[config.mk]
export PLATFORM = sky130hd
export DESIGN_NAME = uart_tx
export DESIGN_NICKNAME = d
export VERILOG_FILES = /design/src/rtl/uart_tx.sv
export SDC_FILE = /design/constraint.sdc
export NUM_CORES = 1
export LEC_CHECK = 0
export CAP_MARGIN = 20
export CORE_AREA = 2 2 64 66
export CTS_CLUSTER_DIAMETER = 150
export CTS_CLUSTER_SIZE = 14
export DETAILED_ROUTE_END_ITERATION = 6
export DIE_AREA = 0 0 66 68
export GPL_TIMING_DRIVEN = 0
export PLACE_DENSITY = 0.69
export SLEW_MARGIN = 20
export SYNTH_ARGS = -nofsm -noshare
export SYNTH_HDL_FRONTEND = slang
export SYNTH_SLANG_ARGS = --single-unit
[constraint.sdc]
create_clock -name CLK -period 2.8 [get_ports CLK]
set_input_delay 0.7 -clock CLK [delete_from_list [all_inputs] [get_ports CLK]]
set_output_delay 0.7 -clock CLK [all_outputs]
set_load 0.005 [all_outputs]
[src/rtl/uart_tx.sv]
// UART transmitter: start bit, DATA_WIDTH data bits LSB first, optional parity, one stop bit.
// Parity support is compiled in only when UART_TX_PARITY_EN is defined.
module uart_tx #(
    parameter int unsigned DATA_WIDTH = 8
) (
    input  logic                  CLK,
    input  logic                  RST,
    input  logic [DATA_WIDTH-1:0] P_DATA,
    input  logic                  DATA_VALID,
    input  logic                  PAR_EN,
    input  logic                  PAR_TYP,
    input  logic [5:0]            PRESCALE,
    output logic                  TX_OUT,
    output logic                  Busy
);

    localparam int unsigned PS_W  = 6;
    localparam int unsigned IDX_W = (DATA_WIDTH > 1) ? $clog2(DATA_WIDTH) : 1;
    localparam logic [IDX_W-1:0] LAST_IDX = IDX_W'(DATA_WIDTH - 1);

`ifdef UART_TX_PARITY_EN
    typedef enum logic [2:0] {IDLE, START, DATA, PARITY, STOP} state_e;
`else
    typedef enum logic [2:0] {IDLE, START, DATA, STOP} state_e;
`endif

    state_e                state_q;
    logic                  tx_q;
    logic                  busy_q;
    logic [PS_W-1:0]       cnt_q;
    logic [PS_W-1:0]       n_q;
    logic [IDX_W-1:0]      idx_q;
    logic [DATA_WIDTH-1:0] data_q;
    logic                  bit_done;
    logic [IDX_W-1:0]      idx_d;

`ifdef UART_TX_PARITY_EN
    logic par_en_q;
    logic par_typ_q;
    logic par_bit;

    assign par_bit = (^data_q) ^ par_typ_q;
`else
    logic unused_par;

    assign unused_par = PAR_EN ^ PAR_TYP;
`endif

    // Last cycle of the current bit period; n_q is never 0 outside IDLE.
    assign bit_done = (cnt_q == (n_q - PS_W'(1)));
    assign idx_d    = idx_q + IDX_W'(1);

    always_ff @(posedge CLK or posedge RST) begin
        if (RST) begin
            state_q   <= IDLE;
            tx_q      <= 1'b1;
            busy_q    <= 1'b0;
            cnt_q     <= '0;
            n_q       <= '0;
            idx_q     <= '0;
            data_q    <= '0;
`ifdef UART_TX_PARITY_EN
            par_en_q  <= 1'b0;
            par_typ_q <= 1'b0;
`endif
        end else begin
            case (state_q)
                IDLE: begin
                    tx_q   <= 1'b1;
                    busy_q <= 1'b0;
                    cnt_q  <= '0;
                    idx_q  <= '0;
                    if (DATA_VALID) begin
                        data_q    <= P_DATA;
                        n_q       <= (PRESCALE == '0) ? PS_W'(1) : PRESCALE;
`ifdef UART_TX_PARITY_EN
                        par_en_q  <= PAR_EN;
                        par_typ_q <= PAR_TYP;
`endif
                        state_q   <= START;
                        tx_q      <= 1'b0;
                        busy_q    <= 1'b1;
                    end
                end
                START: begin
                    if (bit_done) begin
                        cnt_q   <= '0;
                        idx_q   <= '0;
                        tx_q    <= data_q[0];
                        state_q <= DATA;
                    end else begin
                        cnt_q <= cnt_q + PS_W'(1);
                    end
                end
                DATA: begin
                    if (bit_done) begin
                        cnt_q <= '0;
                        if (idx_q == LAST_IDX) begin
                            idx_q <= '0;
`ifdef UART_TX_PARITY_EN
                            if (par_en_q) begin
                                tx_q    <= par_bit;
                                state_q <= PARITY;
                            end else begin
                                tx_q    <= 1'b1;
                                state_q <= STOP;
                            end
`else
                            tx_q    <= 1'b1;
                            state_q <= STOP;
`endif
                        end else begin
                            idx_q <= idx_d;
                            tx_q  <= data_q[idx_d];
                        end
                    end else begin
                        cnt_q <= cnt_q + PS_W'(1);
                    end
                end
`ifdef UART_TX_PARITY_EN
                PARITY: begin
                    if (bit_done) begin
                        cnt_q   <= '0;
                        tx_q    <= 1'b1;
                        state_q <= STOP;
                    end else begin
                        cnt_q <= cnt_q + PS_W'(1);
                    end
                end
`endif
                STOP: begin
                    if (bit_done) begin
                        cnt_q   <= '0;
                        tx_q    <= 1'b1;
                        busy_q  <= 1'b0;
                        state_q <= IDLE;
                    end else begin
                        cnt_q <= cnt_q + PS_W'(1);
                    end
                end
                default: begin
                    state_q <= IDLE;
                    tx_q    <= 1'b1;
                    busy_q  <= 1'b0;
                    cnt_q   <= '0;
                    idx_q   <= '0;
                end
            endcase
        end
    end

    assign TX_OUT = tx_q;
    assign Busy   = busy_q;

endmodule

### Word-level counts from Yosys, hierarchy flattened

Index checks and enable logic that the tools add are counted.
Widths: inputs -> output; s select.

| operators by class | value |
|---|---|
| equal/unequal tests | 10 |
| bitwise logic cells | 2 |
| add/sub/neg operators | 3 |
| muxes and demuxes | 23 |
| order comparisons | 1 |
| reductions and logical operators | 9 |

Operators with widths:

| operator | number |
|---|---|
| $mux 3 | 7 |
| $mux 6 | 3 |
| $pmux 3 s4 | 1 |
| $ne 2x2->1 const B | 5 |
| $pmux 3 s3 | 1 |
| $mux 1 | 8 |
| $add 6x1->6 const B | 1 |
| $eq 3x2->1 const B | 2 |
| $eq 6x6->1 | 1 |
| $logic_not 6->1 | 1 |
| $reduce_and 3->1 | 2 |
| $sub 6x1->6 const B | 1 |
| $reduce_and 5->1 | 1 |
| $lt 3x4->1 const B | 1 |
| $pmux 1 s4 | 1 |
| $reduce_and 2->1 | 2 |
| $add 3x1->3 const B | 1 |
| $bmux 1 s3 | 1 |
| $eq 3x1->1 const B | 1 |
| $eq 3x3->1 const B | 1 |
| $logic_not 3->1 | 1 |
| $pmux 1 s3 | 1 |
| $reduce_or 3->1 | 1 |
| $not 1->1 | 2 |
| $reduce_or 2->1 | 1 |

| word-level totals | value |
|---|---|
| flip-flop bits (word level) | 28 |
| bits of input ports | 19 |

### Longest topological paths before layout

| logic depth | value |
|---|---|
| depth in word-level cells | 6 |
| mapped depth | 8 |
| depth with buffers taken out | 8 |

### Least setup slack after synthesis

No wires, ideal clock.

| timing | value |
|---|---|
| kind | register -> register |
| start point | reg idx_q[0] |
| end point | reg tx_q, in the netlist TX_OUT |
| setup time | 0.082 ns |
| setup slack | 0.864 ns |
| stages on the path, launching flop included | 7 |
| buffers on the path | 0 |
| period minus slack after synthesis | 1.936 ns |
| arrival | 1.855 ns |
| cell sequence | dfrtp_1 > ha_1 > mux4_2 > mux2_2 > o21ai_0 > o211ai_1 > o31a_1 |

| on the way | value |
|---|---|
| cells in the longest elaborated chain, start to end | 6 |

RTL lines:

| element | line | source |
|---|---|---|
| from (decl) | 32 | `logic [IDX_W-1:0] idx_q;` |
| from (signal assigned) | 113 | `idx_q <= idx_d;` |
| $add 3x1->3 | 51 | `assign idx_d = idx_q + IDX_W'(1);` |
| $bmux 1 s3 | 114 | `tx_q <= data_q[idx_d];` |
| $mux 1 (not written as such) | 114 |  |
| $mux 1 (*) | 98 | `if (idx_q == LAST_IDX) begin` |
| $mux 1 (*) | 96 | `if (bit_done) begin` |
| $pmux 1 s4 (*) | 67 | `case (state_q)` |
| to (signal assigned) | 89 | `tx_q <= data_q[0];` |
| to (signal assigned) | 114 |  |
| to (decl) | 28 | `logic tx_q;` |

Every way passes the cells marked *; elsewhere a longest branch is shown, timed or not. The select of a mux whose other input is x is not followed.
A chain may end at the register's enable or synchronous reset.

### Worst setup path in the final report

| timing | value |
|---|---|
| start point | in DATA_VALID |
| end point | reg data_q[3] |

| on the way | value |
|---|---|
| cells in the longest elaborated chain, start to end | 1 |

RTL lines:

| element | line | source |
|---|---|---|
| from (decl) | 9 | `input logic DATA_VALID,` |
| $reduce_and 2->1 (no line) | - |  |
| to (signal assigned) | 61 | `data_q <= '0;` |
| to (signal assigned) | 74 | `data_q <= P_DATA;` |
| to (decl) | 33 | `logic [DATA_WIDTH-1:0] data_q;` |

No other way between the ends.

==> impl_metrics.json <==
{
  "synth_warnings": 0,
  "critPathMaxFanout": 10,
  "synthSimpleGateAreaFrac_pct": 12.81,
  "grt_pass1_wl_um": 4795,
  "relSlewSlack_pct": 64.07,
  "reg2regPathDepth": 6,
  "vdd_drop_max_mv": 0.4395,
  "post_cts_buffers": 0,
  "detail_route.first_pass.iterations": 4,
  "fmax_ghz": 0.4776,
  "final_antenna_net_count": 0,
  "fillCellCount": 381,
  "clk_latency_ns": 0.27,
  "die_w_um": 66,
  "muxShareOfSynthArea_pct": 16.68,
  "drcViolationCount": 0,
  "rsz0062_at_grt": "false",
  "endpoint_kind": "flop",
  "cts.sinks": 27,
  "hp-start": "data_q[5]",
  "setup_tns_ns": 0,
  "synth_nets": 160,
  "grt.total_usage_pct": 13.85,
  "hpwl_um": 2093,
  "period_share_pct": 74.78,
  "r2r-end": "TX_OUT",
  "crit_family": "buffers and inverters",
  "required_ns": 2.96,
  "synth_area_um2": 1485,
  "fin_area_um2": 1800,
  "synth_compound_area_share_pct": 8.088,
  "critPathSlowestCell": "clkbuf_1",
  "cap_violations": 0,
  "grt_pass1_vias": 1042,
  "diodes": 0,
  "grt_overflow_total": 0,
  "initial_core_util_pct": 38.51,
  "antenna_found_initial": 0,
  "post_synth.cell_area_avg_um2": 11.34,
  "ys_seq_elements": 27,
  "port_buffers": 18,
  "seqCellArea_um2": 676.9,
  "dp_slack_ns": 0.3778,
  "cts_tree": "built",
  "fin_crit_ns": 2.094,
  "final_core_util_pct": 46.69,
  "powerDensity_nw_per_um2": 970.6,
  "critical_path_class": "in2reg",
  "dp.cells": 199,
  "nNetsFinal": 184,
  "worst_pin_slew_ns": 0.5390,
  "wire_per_inst_um": 13.77,
  "htreeDepth": 1,
  "postCtsHoldBufs": 0,
  "root_buffer": "clkbuf_8",
  "vias": 1030,
  "synth_enable_flop_cells": 0,
  "outcome": "finished, final reports clean",
  "seq_area_frac_synth_pct": 45.58,
  "final_max_slew_viol_count": 0,
  "rows": 23,
  "synthCells": 131,
  "core_um2": 3856,
  "cp_cell_sequence": "clkdlybuf4s50_1, nand2_1, clkbuf_1, mux2_2",
  "die_h_um": 68,
  "cts_buffer_depth": 2,
  "dieArea_um2": 4488,
  "synthArstFlopShare_pct": 100.0,
  "power_leakage_uw": 0.0008079,
  "viasPerCell": 5.049,
  "synth-adder-area-share_pct": 8.425,
  "timing.critical_path.buf_inv": 2,
  "ys_types": 31,
  "synth_top_family_by_area": "multiplexers",
  "drive_gt1_share_pct": 16.88,
  "clkTransAtPathRegs_ns": 0.09,
  "finClkSkew_ns": 0.003824,
  "slowest_delay_ns": 0.47,
  "hold_end": "data_q[5]",
  "place_area_um2": 1728,
  "start_kind": "input pin",
  "r2r_slack_ns": 0.73,
  "multi_input_area_um2": 770.7,
  "cts-buffers-inserted": 3,
  "fin_ws_ns": 0.7061,
  "finalHoldViolCount": 0,
  "r2r-start": "idx_q[0]",
  "first_iter_violations": 12,
  "cts.repair.resized": 0,
  "whs_path_depth": 1,
  "stdcell_count": 204,
  "synthFlopType": "dfrtp_1",
  "grt_start_max_net_pins": 28,
  "worstPathArrival_ns": 2.26,
  "gp_congestion": 0.7734,
  "area_growth_pct": 21.23,
  "yosys.area_share.xor_xnor_pct": 5.897,
  "hp-class": "reg2reg",
  "routed_wl_um": 2809,
  "ioPinCount": 21,
  "final-setup-viol-count": 0
}
-- metrics by stage --
stage                     hold WS, ns  power (uW)
after floorplan                0.4728        1325
after global placement         0.4886        1486
after detailed placement       0.4930        1529
after CTS                      0.5145        1761
after global routing           0.5286        1894
final                          0.5109        1748
-- area by class of cell --
cell class	instances	area share [%]
inverter	9	1.876
multi-input combinational	94	42.81
buffer	1	0.2085
clock buffer	4	2.502
timing repair buffer	19	11.54
tap	50	3.475
sequential	27	37.60
-- sequential cells by signal (all words and copies together), names as in the netlist --
register  cells
data_q        8
cnt_q         6
n_q           6
idx_q         3
state_q       2
Busy          1
TX_OUT        1
-- routing by layer --
layer  wire, um  GRT usage (%)  up-vias
li1           -              -      503
met1       1314          18.37      506
met2       1372          23.48       17
met3         78          1.974        4
met4         44          4.592        0
met5          0              0        -
-- synth_stat cells (2+ instances only) --
master	count	area share (%)
a21oi_1	3	1.0
nand2b_1	3	1.3
nor2_1	11	2.8
inv_1	9	2.3
a21o_1	2	1.0
xor2_1	5	2.9
mux2_2	14	11
ha_1	10	8.4
nor3_1	3	1.0
nand4_1	2	0.84
a211oi_1	2	1.0
o211ai_1	3	1.5
dfrtp_1	26	44
mux4_2	2	3.0
mux2i_1	3	2.0
nand2_1	6	1.5
o21ai_0	2	0.67
xnor2_1	5	2.9
nor2b_1	2	0.84
nand3_1	7	2.4
-- logic make-up (layout without fill, tap and decap cells) --
group                    after synthesis  in the layout
adder cells (fa/ha/maj)               10             10
multiplexers                          20             20
AND/OR/NAND/NOR                       37             37
flip-flops                            27             27
XOR/XNOR                              10             10
buffers and inverters                 10             33
AO/OA/AOI/OAI                         17             17
-- layout by cell type, fill, tap and decap left out, drive strengths merged, types with 2 or more instances in the layout --
cell type,synthesis,routed
xor2,5,5
nor2b,2,2
mux4,2,2
a21oi,3,3
nand2b,3,3
nand4,2,2
a211oi,2,2
dfrtp,26,26
a21o,2,2
nand3,7,7
mux2,15,15
o211ai,3,3
inv,9,8
clkbuf,1,5
clkdlybuf4s50,0,18
mux2i,3,3
nand2,6,6
xnor2,5,5
nor3,4,4
o21ai,3,3
ha,10,10
nor2,11,11
-- worst register-to-register path, cell delays in order, from the launching register on --
cell and delay [ns]:
dfrtp_1 0.45, ha_1 0.39, mux4_2 0.51, mux2_2 0.28
o21ai_0 0.15, o211ai_1 0.10, o31a_1 0.12
-- power breakdown --
part	switching (uW)	total [uW]	internal [uW]
clock network	120	222	102
logic	377	818	440
registers	151	708	556
total	649	1750	1100
-- worst max-delay path by stage --
stage	end	depth (start not counted)	slack, ns	start
after CTS	data_q[2]	4	0.67	DATA_VALID
after global placement	data_q[3]	4	0.40	DATA_VALID
final	data_q[3]	4	0.71	DATA_VALID
after detailed placement	data_q[2]	4	0.38	DATA_VALID
after floorplan	TX_OUT	6	0.86	idx_q[0]
after global routing	n_q[5]	4	0.61	DATA_VALID
No activity file was read; power rests on OpenSTA's default activity.
